`src/rtl/truth_table_sequencer.sv`:
```
// Sweeps every input vector of an NIN-input combinational function and records its truth table.
// Each vector is held for a captured dwell time, and the finished table is compared against an expected table.
module truth_table_sequencer #(
  parameter int NIN     = 3,
  parameter int DWELL_W = 4
) (
  input  logic                 clk,
  input  logic                 rst_n,
  input  logic                 start,
  input  logic                 abort,
  input  logic [DWELL_W-1:0]   dwell,
  input  logic [2**NIN-1:0]    exp_table,
  input  logic                 f_in,
  output logic [NIN-1:0]       x_out,
  output logic                 busy,
  output logic                 done,
  output logic [2**NIN-1:0]    table_out,
  output logic                 table_valid,
  output logic                 mismatch
);

  localparam int TW = 2**NIN;

  typedef enum logic [1:0] {IDLE, APPLY, DONE} state_t;

  state_t             state_q, state_d;
  logic [NIN-1:0]     x_q, x_d;
  logic [DWELL_W-1:0] cnt_q, cnt_d;
  logic [DWELL_W-1:0] dwell_q, dwell_d;
  logic [TW-1:0]      table_q, table_d;
  logic               valid_q, valid_d;
  logic               mismatch_q, mismatch_d;

  logic               hold_end;
  logic               last_vec;
  logic [TW-1:0]      sampled;

  // dwell_q is never zero in APPLY, so dwell_q-1 cannot underflow there
  assign hold_end = (state_q == APPLY) && (cnt_q == dwell_q - DWELL_W'(1));
  assign last_vec = hold_end && (x_q == {NIN{1'b1}});

  always_comb begin
    sampled = table_q;
    sampled[x_q] = f_in;
  end

  always_ff @(posedge clk or negedge rst_n) begin
    if (!rst_n) begin
      state_q <= IDLE;
    end else begin
      state_q <= state_d;
    end
  end

  always_comb begin
    state_d = state_q;
    case (state_q)
      IDLE:    if (start) state_d = APPLY;
      APPLY: begin
        if (abort)         state_d = IDLE;
        else if (last_vec) state_d = DONE;
      end
      DONE:    state_d = IDLE;
      default: state_d = IDLE;
    endcase
  end

  always_comb begin
    busy = (state_q == APPLY);
    done = (state_q == DONE);
  end

  // Abort takes priority over the sample that would otherwise end the hold
  always_comb begin
    x_d        = x_q;
    cnt_d      = cnt_q;
    dwell_d    = dwell_q;
    table_d    = table_q;
    valid_d    = valid_q;
    mismatch_d = mismatch_q;
    case (state_q)
      IDLE: begin
        if (start) begin
          dwell_d    = (dwell == '0) ? DWELL_W'(1) : dwell;
          x_d        = '0;
          cnt_d      = '0;
          table_d    = '0;
          valid_d    = 1'b0;
          mismatch_d = 1'b0;
        end
      end
      APPLY: begin
        if (abort) begin
          x_d     = '0;
          cnt_d   = '0;
          valid_d = 1'b0;
        end else if (hold_end) begin
          table_d = sampled;
          cnt_d   = '0;
          if (last_vec) begin
            valid_d    = 1'b1;
            mismatch_d = (sampled != exp_table);
          end else begin
            x_d = x_q + NIN'(1);
          end
        end else begin
          cnt_d = cnt_q + DWELL_W'(1);
        end
      end
      default: ;
    endcase
  end

  always_ff @(posedge clk or negedge rst_n) begin
    if (!rst_n) begin
      x_q        <= '0;
      cnt_q      <= '0;
      dwell_q    <= '0;
      table_q    <= '0;
      valid_q    <= 1'b0;
      mismatch_q <= 1'b0;
    end else begin
      x_q        <= x_d;
      cnt_q      <= cnt_d;
      dwell_q    <= dwell_d;
      table_q    <= table_d;
      valid_q    <= valid_d;
      mismatch_q <= mismatch_d;
    end
  end

  assign x_out       = x_q;
  assign table_out   = table_q;
  assign table_valid = valid_q;
  assign mismatch    = mismatch_q;

endmodule

```
`config.mk`:
```
export PLATFORM = sky130hd
export DESIGN_NAME = truth_table_sequencer
export DESIGN_NICKNAME = d
export VERILOG_FILES = /design/src/rtl/truth_table_sequencer.sv
export SDC_FILE = /design/constraint.sdc
export NUM_CORES = 1
export LEC_CHECK = 0
export CAP_MARGIN = 20
export CORE_MARGIN = 4
export CORE_UTILIZATION = 25
export DETAILED_ROUTE_END_ITERATION = 8
export PLACE_DENSITY_LB_ADDON = 0.1
export SETUP_SLACK_MARGIN = 0.4
export SYNTH_ARGS = -nofsm -noshare
export SYNTH_HDL_FRONTEND = slang
export SYNTH_SLANG_ARGS = --single-unit
export TNS_END_PERCENT = 5
```
`constraint.sdc`:
```
create_clock -name clk -period 2.5 [get_ports clk]
set_input_delay 0.375 -clock clk [delete_from_list [all_inputs] [get_ports clk]]
set_output_delay 0.375 -clock clk [all_outputs]
set_load 0.02 [all_outputs]
```
After elaboration in Yosys (flattened, before gate mapping)
Index checks and enable logic that the tools add are counted.

storage, ports and cells
  logic and storage cells = 67
  register bits after elaboration = 23
  input port bits = 17
  output and inout port bits = 15

operators by class
  reduce and logical (&&, ||, !) cells = 13
  order comparisons = 2
  equal/unequal tests = 12
  add/sub/neg operators = 3
  muxes and demuxes = 30

operators with widths
  operator                                                                       number
  8-bit 2-to-1 mux                                                               3
  4-bit 2-to-1 mux                                                               4
  8-bit one-hot mux with 2 select lines                                          1
  3-bit 2-to-1 mux                                                               4
  4-bit AND reduction                                                            3
  8-bit bitwise mux                                                              1
  1-bit 2-to-1 mux                                                               8
  8-bit inequality test                                                          1
  4-bit one-hot mux with 2 select lines                                          1
  2-bit 2-to-1 mux                                                               3
  3-bit by 2-bit inequality test with 1-bit output (second input constant)       2
  3-bit one-hot mux with 2 select lines                                          1
  2-bit AND reduction                                                            3
  5-bit AND reduction                                                            1
  4-bit by 1-bit adder with 4-bit output (second input constant)                 1
  4-bit == test                                                                  1
  4-bit zero test                                                                1
  3-bit by 4-bit less-than comparator with 1-bit output (second input constant)  1
  2-bit by 1-bit inequality test with 1-bit output (second input constant)       2
  2-bit inequality test (second input constant)                                  2
  1-bit one-hot mux with 2 select lines                                          2
  2-bit one-hot mux with 2 select lines                                          1
  4-bit by 1-bit subtractor with 4-bit output (second input constant)            1
  3-bit by 1-bit adder with 3-bit output (second input constant)                 1
  other kinds (9)                                                                11

Logic depth before layout (Yosys ltp)
Gate-level depths: netlist of the first run.

  depth after elaboration = 10
  mapped depth = 8
  depth with buffers taken out = 8

Worst setup path after synthesis of the first run
OpenSTA, ideal clock, no wires.

  path kind = reg2reg
  from = reg x_q[0], in the netlist x_out[0]
  to = reg mismatch_q, in the netlist mismatch
  data arrival time = 1.769 ns
  data required time = 2.367 ns
  stages on the path, launching flop included = 9
  period minus slack after synthesis = 1.902 ns
  buffers on the path = 2
  library setup time = 0.133 ns
  path slack = 0.598 ns
  path through = dfrtp_1 > buf_4 > buf_6 > nor3b_1 > mux2i_1 > xor2_1 > nand2_1 > nor4_1 > mux2i_1

on the way
  longest elaborated chain between the ends = 10
  elaborated cells between the ends (all ways) = 15
  those cells by class = order compare (2); eq/ne (3); mux (7); reduce/logical (3)

RTL lines
  element                                                                                                                                               line  RTL
  start, declared                                                                                                                                       27    logic [NIN-1:0] x_q, x_d;
  start signal, assigned                                                                                                                                116   x_q <= '0;
  start signal, assigned                                                                                                                                123   x_q <= x_d;
  3-bit by 4-bit less-than comparator with 1-bit output (implied by the code) / 3-bit by 1-bit >= comparator with 1-bit output (equally long branches)  44    sampled[x_q] = f_in;
  1-bit logical AND (implied by the code)                                                                                                               44
  1-bit 2-to-1 mux (implied by the code)                                                                                                                44
  1-bit demux with 3-bit select                                                                                                                         44
  8-bit bitwise mux                                                                                                                                     44
  8-bit inequality test                                                                                                                                 102   mismatch_d = (sampled != exp_table);
  1-bit 2-to-1 mux                                                                                                                                      100   if (last_vec) begin
  1-bit 2-to-1 mux                                                                                                                                      97    end else if (hold_end) begin
  1-bit 2-to-1 mux                                                                                                                                      93    if (abort) begin
  1-bit one-hot mux with 2 select lines                                                                                                                 81    case (state_q)
  end signal, assigned                                                                                                                                  128   mismatch_q <= mismatch_d;
  end, declared                                                                                                                                         32    logic mismatch_q, mismatch_d;

Parallel ways exist; a longest one is shown, timed or not. The select of a mux whose other input is x is not followed.
A chain may end at the register's enable or synchronous reset.

Worst setup path after layout of the first run
  from = reg x_q[1], in the netlist x_out[1]
  to = out x_out[1]

RTL lines
  element        line  RTL
  end, declared  14    output logic [NIN-1:0] x_out,

No word-level cell between the ends.

==> results of run 1 <==
## flip-flops by register name (all words and copies together) (netlist names)
register / count
table_out: 8
cnt_q: 4
dwell_q: 4
x_out: 3
state_q: 2
mismatch: 1
table_valid: 1
## layer usage
metal  vias up  wire, µm  share of wire  global-route usage
met3         4       163          0.041              0.0204
met1       622      1930           0.49               0.150
met2        23      1820           0.46               0.187
met5         -         0              0                   0
li1        647         -              -                   -
met4         0        40          0.010              0.0345
## cells by family (layout without fill, tap and decap cells)
family,count (synthesis),count (layout),synth area share
AOI/OAI and AO/OA,40,40,0.177
xor gates and xnor gates,9,9,0.0626
adders and majority gates,4,4,0.0334
buffers and inverters,10,41,0.0426
DFF,23,23,0.384
muxes,4,4,0.0300
and+or+nand+nor,72,72,0.270
## through the flow
step / area, µm² / setup WS (ns) / hold slack [ns]
4_1_cts: 1920 / 0.392 / 0.480
6_report: 1930 / 0.396 / 0.468
5_1_grt: 1930 / 0.293 / 0.503
2_1_floorplan: 1500 / 0.598 / 0.0794
3_3_place_gp: 1870 / 0.234 / 0.485
3_5_place_dp: 1870 / 0.206 / 0.483
## worst paths after layout
kind / startpoint / end / slack (ns) / cells after the start
worst min-delay path: rst_n / cnt_q[0]$_DFFE_PN0P_ / 0.47 / 2
worst max-delay path: x_out[1]$_DFFE_PN0P_ / x_out[1] / 0.40 / 1
worst min register to register: dwell_q[3]$_DFFE_PN0P_ / dwell_q[3]$_DFFE_PN0P_ / 0.50 / 2
min in group clk: dwell_q[3]$_DFFE_PN0P_ / dwell_q[3]$_DFFE_PN0P_ / 0.50 / 2
worst max register to register: x_out[1]$_DFFE_PN0P_ / mismatch$_DFFE_PN0P_ / 0.46 / 6
max in group asynchronous: rst_n / x_out[0]$_DFFE_PN0P_ / 1.77 / 2
## cell usage in the layout, fill, tap and decap left out, types with 2 or more instances in the layout
master | synthesis | final
sky130_fd_sc_hd__a21o_1 | 6 | 6
sky130_fd_sc_hd__a21oi_1 | 10 | 10
sky130_fd_sc_hd__a22o_1 | 2 | 2
sky130_fd_sc_hd__a32o_1 | 3 | 3
sky130_fd_sc_hd__and2_1 | 4 | 4
sky130_fd_sc_hd__and2b_1 | 2 | 2
sky130_fd_sc_hd__and3_1 | 2 | 2
sky130_fd_sc_hd__buf_4 | 3 | 3
sky130_fd_sc_hd__clkbuf_8 | 0 | 3
sky130_fd_sc_hd__clkdlybuf4s50_1 | 0 | 31
sky130_fd_sc_hd__dfrtp_1 | 23 | 22
sky130_fd_sc_hd__ha_1 | 4 | 4
sky130_fd_sc_hd__inv_1 | 3 | 3
sky130_fd_sc_hd__mux2i_1 | 3 | 3
sky130_fd_sc_hd__nand2_1 | 19 | 19
sky130_fd_sc_hd__nand2b_1 | 2 | 2
sky130_fd_sc_hd__nand3_1 | 7 | 7
sky130_fd_sc_hd__nand3b_1 | 9 | 9
sky130_fd_sc_hd__nand4_1 | 3 | 3
sky130_fd_sc_hd__nand4b_1 | 2 | 2
sky130_fd_sc_hd__nor2_1 | 7 | 7
sky130_fd_sc_hd__nor2b_1 | 3 | 2
sky130_fd_sc_hd__nor3_1 | 3 | 3
sky130_fd_sc_hd__nor3b_1 | 2 | 2
sky130_fd_sc_hd__o21ai_0 | 11 | 11
sky130_fd_sc_hd__o22ai_1 | 2 | 2
sky130_fd_sc_hd__xnor2_1 | 5 | 5
sky130_fd_sc_hd__xor2_1 | 3 | 3
## final cells by class
| cell class | count | share of cell area |
|---|---|---|
| multi-input cells | 129 | 0.451 |
| flip-flops and latches | 23 | 0.299 |
| repair buffers | 34 | 0.173 |
| well taps | 72 | 0.0467 |
| clock buffers | 3 | 0.0214 |
| inverters | 3 | 0.00584 |
| clock inverters | 1 | 0.00389 |
## power groups by stage
stage                     Combinational, µW  Clock, µW  Sequential [µW]
after floorplan                         173          0              430
after global placement                  252          0              438
after detailed placement                257          0              438
after CTS                               257        253              431
after global routing                    292        265              436
final                                   259        244              431
==> PnR_summary.wiki, run 1 <==
{| class="wikitable"
! Metric !! Value
|-
| Maximum number of pins on one net before global-route repair || 24
|-
| Syn nets || 183
|-
| Dominant cell type by area after synthesis || sky130_fd_sc_hd__dfrtp_1
|-
| Layout filler cell count || slightly below 600
|-
| Net switching component of the power || approximately 300 µW
|-
| Die Height || ~85 µm
|-
| Signed area change from the synthesized netlist to the final layout || 28.7%
|-
| Power share of the clock group || 0.261
|-
| Area share of the largest cell type after synthesis || 0.384
|-
| Register share of total power || 0.462
|-
| Setup repair after global routing missed its margin || true
|-
| Final Slew Violations || 0
|-
| Layout Cells excl Fill || around 270
|-
| Post-route setup TNS || 0 ns
|-
| Count of yosys warnings during synthesis || 0
|-
| Placer Congestion || ~0.84
|-
| Max VDD drop || 0.000189 V
|-
| Global route total overflow || 0
|-
| # Post-CTS Setup Buffers || 0
|-
| Worst path arrival time || 1.73 ns
|-
| Post-route ant nets || 0
|-
| Vias in the first global route || approximately 1400
|-
| Starting DRT DRC Count || a little over 40
|-
| Combined global-route utilization of all metal layers || 0.113
|-
| Highest-delay cell along the critical path || sky130_fd_sc_hd__dfrtp_1
|-
| Number of antenna violations at the first check in global routing || 0
|-
| Ordered cell list for the critical path || clkdlybuf4s50_1
|-
| Power density cells || 484 nW/µm²
|-
| Worst-case headroom to the max-slew limit || 0.592
|-
| WP data required || ~2.1 ns
|-
| Clock-pin transition on the worst setup and hold timing paths || 0.09 ns
|-
| Number of flops mapped to enable cells by yosys || 0
|-
| Total internal power || 632 µW
|-
| CTS Hold Bufs || 0
|-
| Most common library cells after synthesis || sky130_fd_sc_hd__dfrtp_1 (23), sky130_fd_sc_hd__nand2_1 (19), sky130_fd_sc_hd__o21ai_0 (11)
|-
| Placement Rows || 27
|-
| Top-level port count || 32
|-
| Number of buffers on the longest clock path || 2
|-
| CP max FO || 19
|-
| Primary flip-flop cell chosen by synthesis mapping || sky130_fd_sc_hd__dfrtp_1
|-
| Synthesized netlist cell count || 162
|-
| Storage element area || ~580 µm²
|-
| Slowest cell delay on critical path || 0.74 ns
|-
| Starting utilization of the core area || 0.264
|-
| TritonCTS buffer count || 3
|-
| Mean cell area of the mapped netlist || a little over 9 µm²
|-
| Number of gates given a new drive strength after cts || 1
|-
| Summed instance area of the synthesized netlist || about 1500 µm²
|-
| Switch share || 0.323
|-
| Post-route minimum period || approximately 2.1 ns
|-
| Final wirelength || roughly 4000 µm
|-
| Number of buffer and inverter instances along the worst setup path || 1
|-
| Final Power || 934 µW
|-
| Worst Setup Start Kind || register
|-
| Net count reported at finish || between 200 and 250
|-
| Worst setup path class || register to output pin
|-
| DR vias || approximately 1300
|-
| Max Cap Viol || 0
|-
| Floorplan die area || 7300 µm²
|-
| Post-detailed-route DRC marker count || 0
|-
| Final core utilization || 0.340
|-
| Wire length per cell after detailed routing || 14.9 µm
|-
| Clock sink count || 23
|-
| CTS H-tree lvls || 1
|-
| Maximum achievable frequency || between 400 and 500 MHz
|-
| Final setup skew || about 0.0023 ns
|-
| Worst hold path class || input pin to async pin
|-
| Area taken by multi-input logic gates || 870 µm²
|-
| Most instantiated library cell after synthesis || sky130_fd_sc_hd__dfrtp_1
|-
| Ranking of synthesized cells by area || sky130_fd_sc_hd__dfrtp_1 (38%), sky130_fd_sc_hd__nand2_1 (4.8%), sky130_fd_sc_hd__nand3b_1 (4.5%)
|-
| Quantity of I/O buffers inserted on ports || 31
|-
| Clock latency of the later-clocked register in the worst-skew pair || 0.26 ns
|-
| Number of distinct library cell variants in the gate-level netlist after synthesis || 43
|-
| DP Wirelength || 3020 µm
|-
| Chip Width || about 85 µm
|-
| Cell total after placement || around 260
|-
| Leakage power summed over all cells || about 0.0008 µW
|-
| Pin slew with the least headroom to its limit || roughly 0.61 ns
|-
| Final Hold Violating Endpoints || 0
|-
| Global-route wire length before repair || around 6600 µm
|-
| Register area share after synthesis || 0.384
|-
| Clock Tree Root || sky130_fd_sc_hd__clkbuf_8
|-
| Antenna Cells || 0
|-
| Floorplan core area || about 5700 µm²
|-
| Count of state elements after synthesis || 23
|-
| Asr flop ratio synth || 1.00
|-
| Final clock period utilization by the worst path || 0.842
|-
| Family of cells with the greatest summed delay on the critical path || flip-flops
|-
| Number of iterations in the first detailed-routing pass || 4
|-
| Clock tree from TritonCTS || yes
|-
| Critical path capture point type || output pin
|-
| Fraction of final layout cells sized beyond drive strength 1 || 0.0777
|-
| Combinational cell fraction of total power || 0.277
|-
| Detail-routed via count per cell || 4.89
|-
| Setup Viol. Count Final || 0
|-
| Status || finished clean
|}
Note: power is estimated with default switching activity, not from simulation.
==> inputs of run 2 (changes only) <==
==> constraint.sdc (replaced) <==
create_clock -name clk -period 2.1 [get_ports clk]
set_input_delay 0.315 -clock clk [delete_from_list [all_inputs] [get_ports clk]]
set_output_delay 0.315 -clock clk [all_outputs]
set_load 0.02 [all_outputs]
==> PnR_summary.wiki, run 2 (synthesis results as in run 1) <==
{| class="wikitable"
! Metric !! Value
|-
| Maximum achievable frequency || roughly 540 MHz
|-
| Starting utilization of the core area || 0.264 (unchanged)
|-
| Post-route ant nets || 0 (unchanged)
|-
| Clock-pin transition on the worst setup and hold timing paths || 0.09 ns (about the same)
|-
| Fraction of final layout cells sized beyond drive strength 1 || 0.189 (+0.111)
|-
| Placer Congestion || 0.784 (-7.0%)
|-
| TritonCTS buffer count || 3 (unchanged)
|-
| Final Slew Violations || 0 (unchanged)
|-
| Ordered cell list for the critical path || inv_1 -> ha_4 -> xnor2_2 -> nor3_4 -> and2_1 -> and2b_1 -> o21ai_2 -> mux2_4
|-
| Global-route wire length before repair || 7040 µm (+6.5%)
|-
| Highest-delay cell along the critical path || sky130_fd_sc_hd__dfrtp_1
|-
| Final setup skew || 0.00113 ns (-0.00122 ns)
|-
| Post-route minimum period || roughly 1.9 ns
|-
| Final Power || 1180 µW (+27%)
|-
| Maximum number of pins on one net before global-route repair || 24 (unchanged)
|-
| Global route total overflow || 0 (unchanged)
|-
| Starting DRT DRC Count || 80 (+95%)
|-
| Top-level port count || 32 (unchanged)
|-
| CTS H-tree lvls || 1 (unchanged)
|-
| Worst setup path class || register to register
|-
| Power density cells || 555 nW/µm² (+15%)
|-
| Worst Setup Start Kind || register
|-
| Max VDD drop || 0.000230 V (+21%)
|-
| Vias in the first global route || 1446 (+7.0%)
|-
| Net count reported at finish || 234 (+8.8%)
|-
| Most used cells in the layout excluding fill and tap cells || sky130_fd_sc_hd__clkdlybuf4s50_1 (29), sky130_fd_sc_hd__dfrtp_1 (20), sky130_fd_sc_hd__buf_4 (20)
|-
| Final wirelength || 4300 µm (+8.7%)
|-
| Layout filler cell count || 590 (-1.0%)
|-
| Pin slew with the least headroom to its limit || 0.367 ns (-0.246 ns)
|-
| DP Wirelength || 3110 µm (+3.1%)
|-
| Worst hold path class || input pin to async pin
|-
| Most frequent standard cell in the layout excluding fill and tap cells || sky130_fd_sc_hd__clkdlybuf4s50_1
|-
| Status || finished clean
|-
| Max Cap Viol || 0 (unchanged)
|-
| Post-detailed-route DRC marker count || 0 (unchanged)
|-
| Setup Viol. Count Final || 0 (unchanged)
|-
| Number of iterations in the first detailed-routing pass || 4 (unchanged)
|-
| Slowest cell delay on critical path || 0.39 ns (-0.35 ns)
|-
| Antenna Cells || 0 (unchanged)
|-
| Wire length per cell after detailed routing || 15.1 µm (+1.5%)
|-
| DR vias || 1422 (+9.7%)
|-
| Final clock period utilization by the worst path || 0.887
|-
| Setup repair after global routing missed its margin || true
|-
| Number of buffers on the longest clock path || 2 (unchanged)
|-
| Leakage power summed over all cells || 0.000935 µW (+15%)
|-
| Clock Tree Root || sky130_fd_sc_hd__clkbuf_8
|-
| Clock sink count || 23 (unchanged)
|-
| Critical path capture point type || register
|-
| Final Hold Violating Endpoints || 0 (unchanged)
|-
| Die Height || 85.4 µm (unchanged)
|-
| Quantity of I/O buffers inserted on ports || 31 (unchanged)
|-
| Placement Rows || 27 (unchanged)
|-
| Detail-routed via count per cell || 5.01 (+2.4%)
|-
| Chip Width || 85.4 µm (unchanged)
|-
| CP max FO || 4 (-15)
|-
| Floorplan die area || 7300 µm² (unchanged)
|-
| Worst path arrival time || 2.02 ns (+0.29 ns)
|-
| Signed area change from the synthesized netlist to the final layout || 42.3%
|-
| Max reg flops || 8 (unchanged)
|-
| Combined global-route utilization of all metal layers || 0.121 (+0.00788)
|-
| Clock tree from TritonCTS || yes
|-
| Number of antenna violations at the first check in global routing || 0 (unchanged)
|-
| Clock latency of the later-clocked register in the worst-skew pair || 0.26 ns (about the same)
|-
| Area of all placed cells without fillers || 2130 µm² (+11%)
|-
| Floorplan core area || 5680 µm² (unchanged)
|-
| WP data required || 2.26 ns (+0.14 ns)
|-
| Worst-case headroom to the max-slew limit || 0.755 (+0.163)
|-
| Post-route setup TNS || 0 ns (unchanged)
|-
| Total cell area at the placement stage || 1910 µm² (+1.9%)
|}
[run 2: changes by cell type in the layout (fill, tap and decap cells not counted), moves of 2 or more]
cell | previous run | this run
sky130_fd_sc_hd__buf_6 | 0 | 2
sky130_fd_sc_hd__clkdlybuf4s50_1 | 31 | 29
sky130_fd_sc_hd__dfrtp_4 | 0 | 3
sky130_fd_sc_hd__dfrtp_1 | 22 | 20
sky130_fd_sc_hd__buf_4 | 3 | 20
[run 2: what timing repair did]
action | 4_1_cts | 5_1_grt
setup endpoints to repair | 21 | 23
hold buffers | 0 | 0
pin swaps | 1 | 3
resized for setup | 12 | 6
buffers inserted | 5 | 10
[run 2: worst paths after layout]
check	startpoint	to	slack, ns	cells after the start
min in group clk	dwell_q[3]$_DFFE_PN0P_	dwell_q[3]$_DFFE_PN0P_	0.53	2
worst max register to register	dwell_q[0]$_DFFE_PN0P_	x_out[0]$_DFFE_PN0P_	0.24	8
worst max-delay path	dwell_q[0]$_DFFE_PN0P_	x_out[0]$_DFFE_PN0P_	0.24	8
worst min-delay path	rst_n	dwell_q[0]$_DFFE_PN0P_	0.40	2
worst min register to register	dwell_q[3]$_DFFE_PN0P_	dwell_q[3]$_DFFE_PN0P_	0.53	2
max in group asynchronous	rst_n	x_out[0]$_DFFE_PN0P_	1.42	2
[run 2: through the flow]
| step | util | hold slack, ns | setup WS, ns | instances |
|---|---|---|---|---|
| 3_3_place_gp | 0.336 | 0.486 | 0.00351 | 265 |
| 4_1_cts | 0.360 | 0.419 | 0.230 | 274 |
| 2_1_floorplan | - | 0.0194 | 0.322 | 162 |
| 6_report | 0.376 | 0.405 | 0.237 | 284 |
| 5_1_grt | 0.376 | 0.433 | 0.0857 | 284 |
| 3_5_place_dp | 0.336 | 0.487 | -0.0820 | 265 |
[run 2: final cells by class]
class,count,area [µm²],area share
multi-input combinational,129,915,0.429
sequential,23,587,0.275
timing repair buffer,53,484,0.227
tap,72,90.1,0.0422
clock buffer,3,41.3,0.0194
inverter,3,11.3,0.00528
clock inverter,1,5.00,0.00235
[run 2: worst max-delay path, delay by kind of cell (launching register included)]
| kind | cells | cell delay (ns) |
|---|---|---|
| muxes | 1 | 0.27 |
| and+or+nand+nor | 3 | 0.53 |
| xor gates and xnor gates | 1 | 0.14 |
| AOI/OAI and AO/OA | 1 | 0.08 |
| buffers and inverters | 1 | 0.12 |
| DFF | 1 | 0.39 |
| adders and majority gates | 1 | 0.22 |
[run 2: power by group]
group | internal, µW | switching, µW | leakage (µW)
Clock | 133 | 156 | 0.0000255
Combinational | 192 | 194 | 0.000604
Sequential | 475 | 35.1 | 0.000305
Total | 799 | 385 | 0.000935
[run 2: metal layers]
layer  part of all wire  vias up  global-route usage
li1                   -      692                   -
met1               0.47      699               0.154
met2               0.49       29               0.211
met3              0.036        2              0.0214
met4             0.0058        0              0.0317
met5                  0        -                   0
==> inputs of run 3 (changes only) <==
--- a/config.mk
+++ b/config.mk
@@ -14,4 +14,3 @@
 export SYNTH_ARGS = -nofsm -noshare
 export SYNTH_HDL_FRONTEND = slang
 export SYNTH_SLANG_ARGS = --single-unit
-export TNS_END_PERCENT = 5
==> PnR_summary.wiki, run 3 (synthesis results as in run 1) <==
{| class="wikitable"
! Metric !! Value
|-
| Status || finished clean
|-
| Storage element area || 579 µm² (-1.3%)
|-
| Layout filler cell count || 570 (-3.4%)
|-
| WP data required || 2.25 ns (about the same)
|-
| Setup Viol. Count Final || 0 (unchanged)
|-
| Final setup skew || 0.00274 ns (+0.00162 ns)
|-
| Final clock period utilization by the worst path || 0.902 (+0.0150)
|-
| Family of cells with the greatest summed delay on the critical path || simple AND/OR/NAND/NOR gates
|-
| Net switching component of the power || 416 µW (+8.1%)
|-
| Number of buffer and inverter instances along the worst setup path || 1 (unchanged)
|-
| Critical path capture point type || register
|-
| Worst-case headroom to the max-slew limit || 0.775 (+0.0203)
|-
| Post-detailed-route DRC marker count || 0 (unchanged)
|-
| Highest-delay cell along the critical path || sky130_fd_sc_hd__dfrtp_1
|-
| Most used cells in the layout excluding fill and tap cells || sky130_fd_sc_hd__clkdlybuf4s50_1 (28), sky130_fd_sc_hd__dfrtp_1 (20), sky130_fd_sc_hd__buf_4 (20)
|-
| Number of buffers on the longest clock path || 2 (unchanged)
|-
| Net count reported at finish || 236 (+0.85%)
|-
| Clock tree from TritonCTS || yes
|-
| Starting DRT DRC Count || 71 (-11%)
|-
| Antenna Cells || 0 (unchanged)
|-
| Die Height || 85.4 µm (unchanged)
|-
| Wire length per cell after detailed routing || 14.1 µm (-6.8%)
|-
| Area taken by multi-input logic gates || 1000 µm² (+9.8%)
|-
| Switch share || 0.325 (-0.000390)
|-
| Clock Tree Root || sky130_fd_sc_hd__clkbuf_8
|-
| Setup repair after global routing missed its margin || true
|-
| CP max FO || 4 (unchanged)
|-
| Slowest cell delay on critical path || 0.39 ns (about the same)
|-
| Final Slew Violations || 0 (unchanged)
|-
| Post-route minimum period || 1.89 ns (+0.0315 ns)
|-
| Most frequent standard cell in the layout excluding fill and tap cells || sky130_fd_sc_hd__clkdlybuf4s50_1
|-
| Number of cells on the critical path || 8 (unchanged)
|-
| Ordered cell list for the critical path || inv_2 -> ha_4 -> xnor2_4 -> nor3_4 -> and2_4 -> and2b_1 -> o21ai_2 -> mux2_4
|-
| Worst Setup Start Kind || register
|-
| Chip Width || 85.4 µm (unchanged)
|-
| Worst hold path class || input pin to async pin
|-
| Power share of the clock group || 0.218 (-0.026)
|-
| CTS H-tree lvls || 1 (unchanged)
|-
| Cell total after placement || 263 (-0.75%)
|-
| Clock-pin transition on the worst setup and hold timing paths || 0.09 ns (about the same)
|-
| Number of antenna violations at the first check in global routing || 0 (unchanged)
|-
| Final Power || 1280 µW (+8.3%)
|-
| Floorplan core area || 5680 µm² (unchanged)
|-
| Maximum number of pins on one net before global-route repair || 24 (unchanged)
|-
| Leakage power summed over all cells || 0.000980 µW (+4.8%)
|-
| Max VDD drop || 0.000309 V (+34%)
|-
| Total internal power || 866 µW (+8.3%)
|-
| Worst hold slack || 0.413 ns (+0.00840 ns)
|-
| Combinational cell fraction of total power || 0.381 (+0.055)
|-
| Depth of the most critical reg-to-reg path || 8 (unchanged)
|-
| Final wirelength || 4030 µm (-6.1%)
|-
| Final core utilization || 0.394 (+0.0176)
|-
| Worst setup path class || register to register
|-
| Quantity of I/O buffers inserted on ports || 31 (unchanged)
|-
| Signed area change from the synthesized netlist to the final layout || 49.0%
|-
| Worst path arrival time || 2.05 ns (+0.03 ns)
|-
| Layout Cells excl Fill || 286 (+0.70%)
|-
| Pin slew with the least headroom to its limit || 0.336 ns (-0.0307 ns)
|-
| Final Hold Violating Endpoints || 0 (unchanged)
|-
| Global-route wire length before repair || 6620 µm (-6.1%)
|-
| Fraction of final layout cells sized beyond drive strength 1 || 0.285 (+0.0964)
|-
| Starting utilization of the core area || 0.264 (unchanged)
|-
| Startpoint of the most critical register-to-register path || dwell_q[0]$_DFFE_PN0P_
|-
| Max Cap Viol || 0 (unchanged)
|-
| Top-level port count || 32 (unchanged)
|-
| Vias in the first global route || 1342 (-7.2%)
|-
| Power density cells || 574 nW/µm² (+3.4%)
|-
| Placement Rows || 27 (unchanged)
|-
| Floorplan die area || 7300 µm² (unchanged)
|-
| Maximum achievable frequency || 528 MHz (-1.7%)
|-
| Max reg flops || 8 (unchanged)
|-
| Post-route ant nets || 0 (unchanged)
|-
| First element of the critical path || dwell_q[0]$_DFFE_PN0P_
|-
| DP Wirelength || 2940 µm (-5.6%)
|-
| Detail-routed via count per cell || 4.89 (-2.4%)
|-
| Clock sink count || 23 (unchanged)
|-
| TritonCTS buffer count || 3 (unchanged)
|-
| Global route total overflow || 0 (unchanged)
|-
| Clock latency of the later-clocked register in the worst-skew pair || 0.26 ns (about the same)
|-
| Combined global-route utilization of all metal layers || 0.112 (-0.00913)
|-
| Number of iterations in the first detailed-routing pass || 4 (unchanged)
|-
| Placer Congestion || 0.812 (+3.6%)
|-
| DR vias || 1398 (-1.7%)
|-
| Register share of total power || 0.400 (-0.031)
|}
-- run 3: cell count changes in the layout (fill, tap and decap cells not counted), moves of 3 or more --
cell and delta:
sky130_fd_sc_hd__a21oi_1 -5, sky130_fd_sc_hd__a21oi_2 +4, sky130_fd_sc_hd__dfrtp_2 +3, sky130_fd_sc_hd__dfrtp_4 -3
sky130_fd_sc_hd__o21ai_0 -7, sky130_fd_sc_hd__o21ai_2 +6
-- run 3: power by group through the flow --
| stage | Combinational, µW | Clock, µW | Sequential [µW] |
|---|---|---|---|
| floorplan | 207 | 0 | 512 |
| global placement | 301 | 0 | 525 |
| detailed placement | 303 | 0 | 524 |
| CTS | 445 | 301 | 515 |
| global route | 531 | 317 | 519 |
| finish | 489 | 280 | 513 |
-- run 3: layout make-up --
cell class / instances / share of cell area
timing repair buffer: 55 / 0.225
clock buffer: 3 / 0.0185
sequential: 23 / 0.259
multi-input combinational: 129 / 0.450
inverter: 3 / 0.00504
clock inverter: 1 / 0.00224
tap: 72 / 0.0403
-- run 3: final timing paths --
kind | slack, ns | endpoint
max | 0.21 | x_out[0]$_DFFE_PN0P_
min | 0.41 | dwell_q[3]$_DFFE_PN0P_
max reg2reg | 0.21 | x_out[0]$_DFFE_PN0P_
min reg2reg | 0.53 | dwell_q[3]$_DFFE_PN0P_
max in group asynchronous | 1.43 | x_out[0]$_DFFE_PN0P_
min in group clk | 0.53 | dwell_q[3]$_DFFE_PN0P_
-- run 3: stage by stage --
step | instance area (µm²) | TNS, ns | worst slack (ns)
final | 2230 | 0 | 0.206
after global routing | 2230 | 0 | 0.131
after CTS | 2140 | 0 | 0.222
after detailed placement | 1890 | -0.0227 | -0.0227
after global placement | 1890 | 0 | 0.0384
after floorplan | 1510 | 0 | 0.327
-- run 3: repair_timing --
item / 4_1_cts / 5_1_grt
pin swaps: 9 / 2
endpoints found under the setup margin: 22 / 20
hold buffers: 0 / 0
resized for setup: 30 / 16
setup buffers: 13 / 6
-- run 3: routing by layer --
metal / vias to the layer above / global-route usage / routed length [µm]
li1: 693 / - / -
met1: 678 / 0.157 / 1960
met2: 25 / 0.177 / 1890
met3: 2 / 0.0223 / 158
met4: 0 / 0.0259 / 25
met5: - / 0 / 0
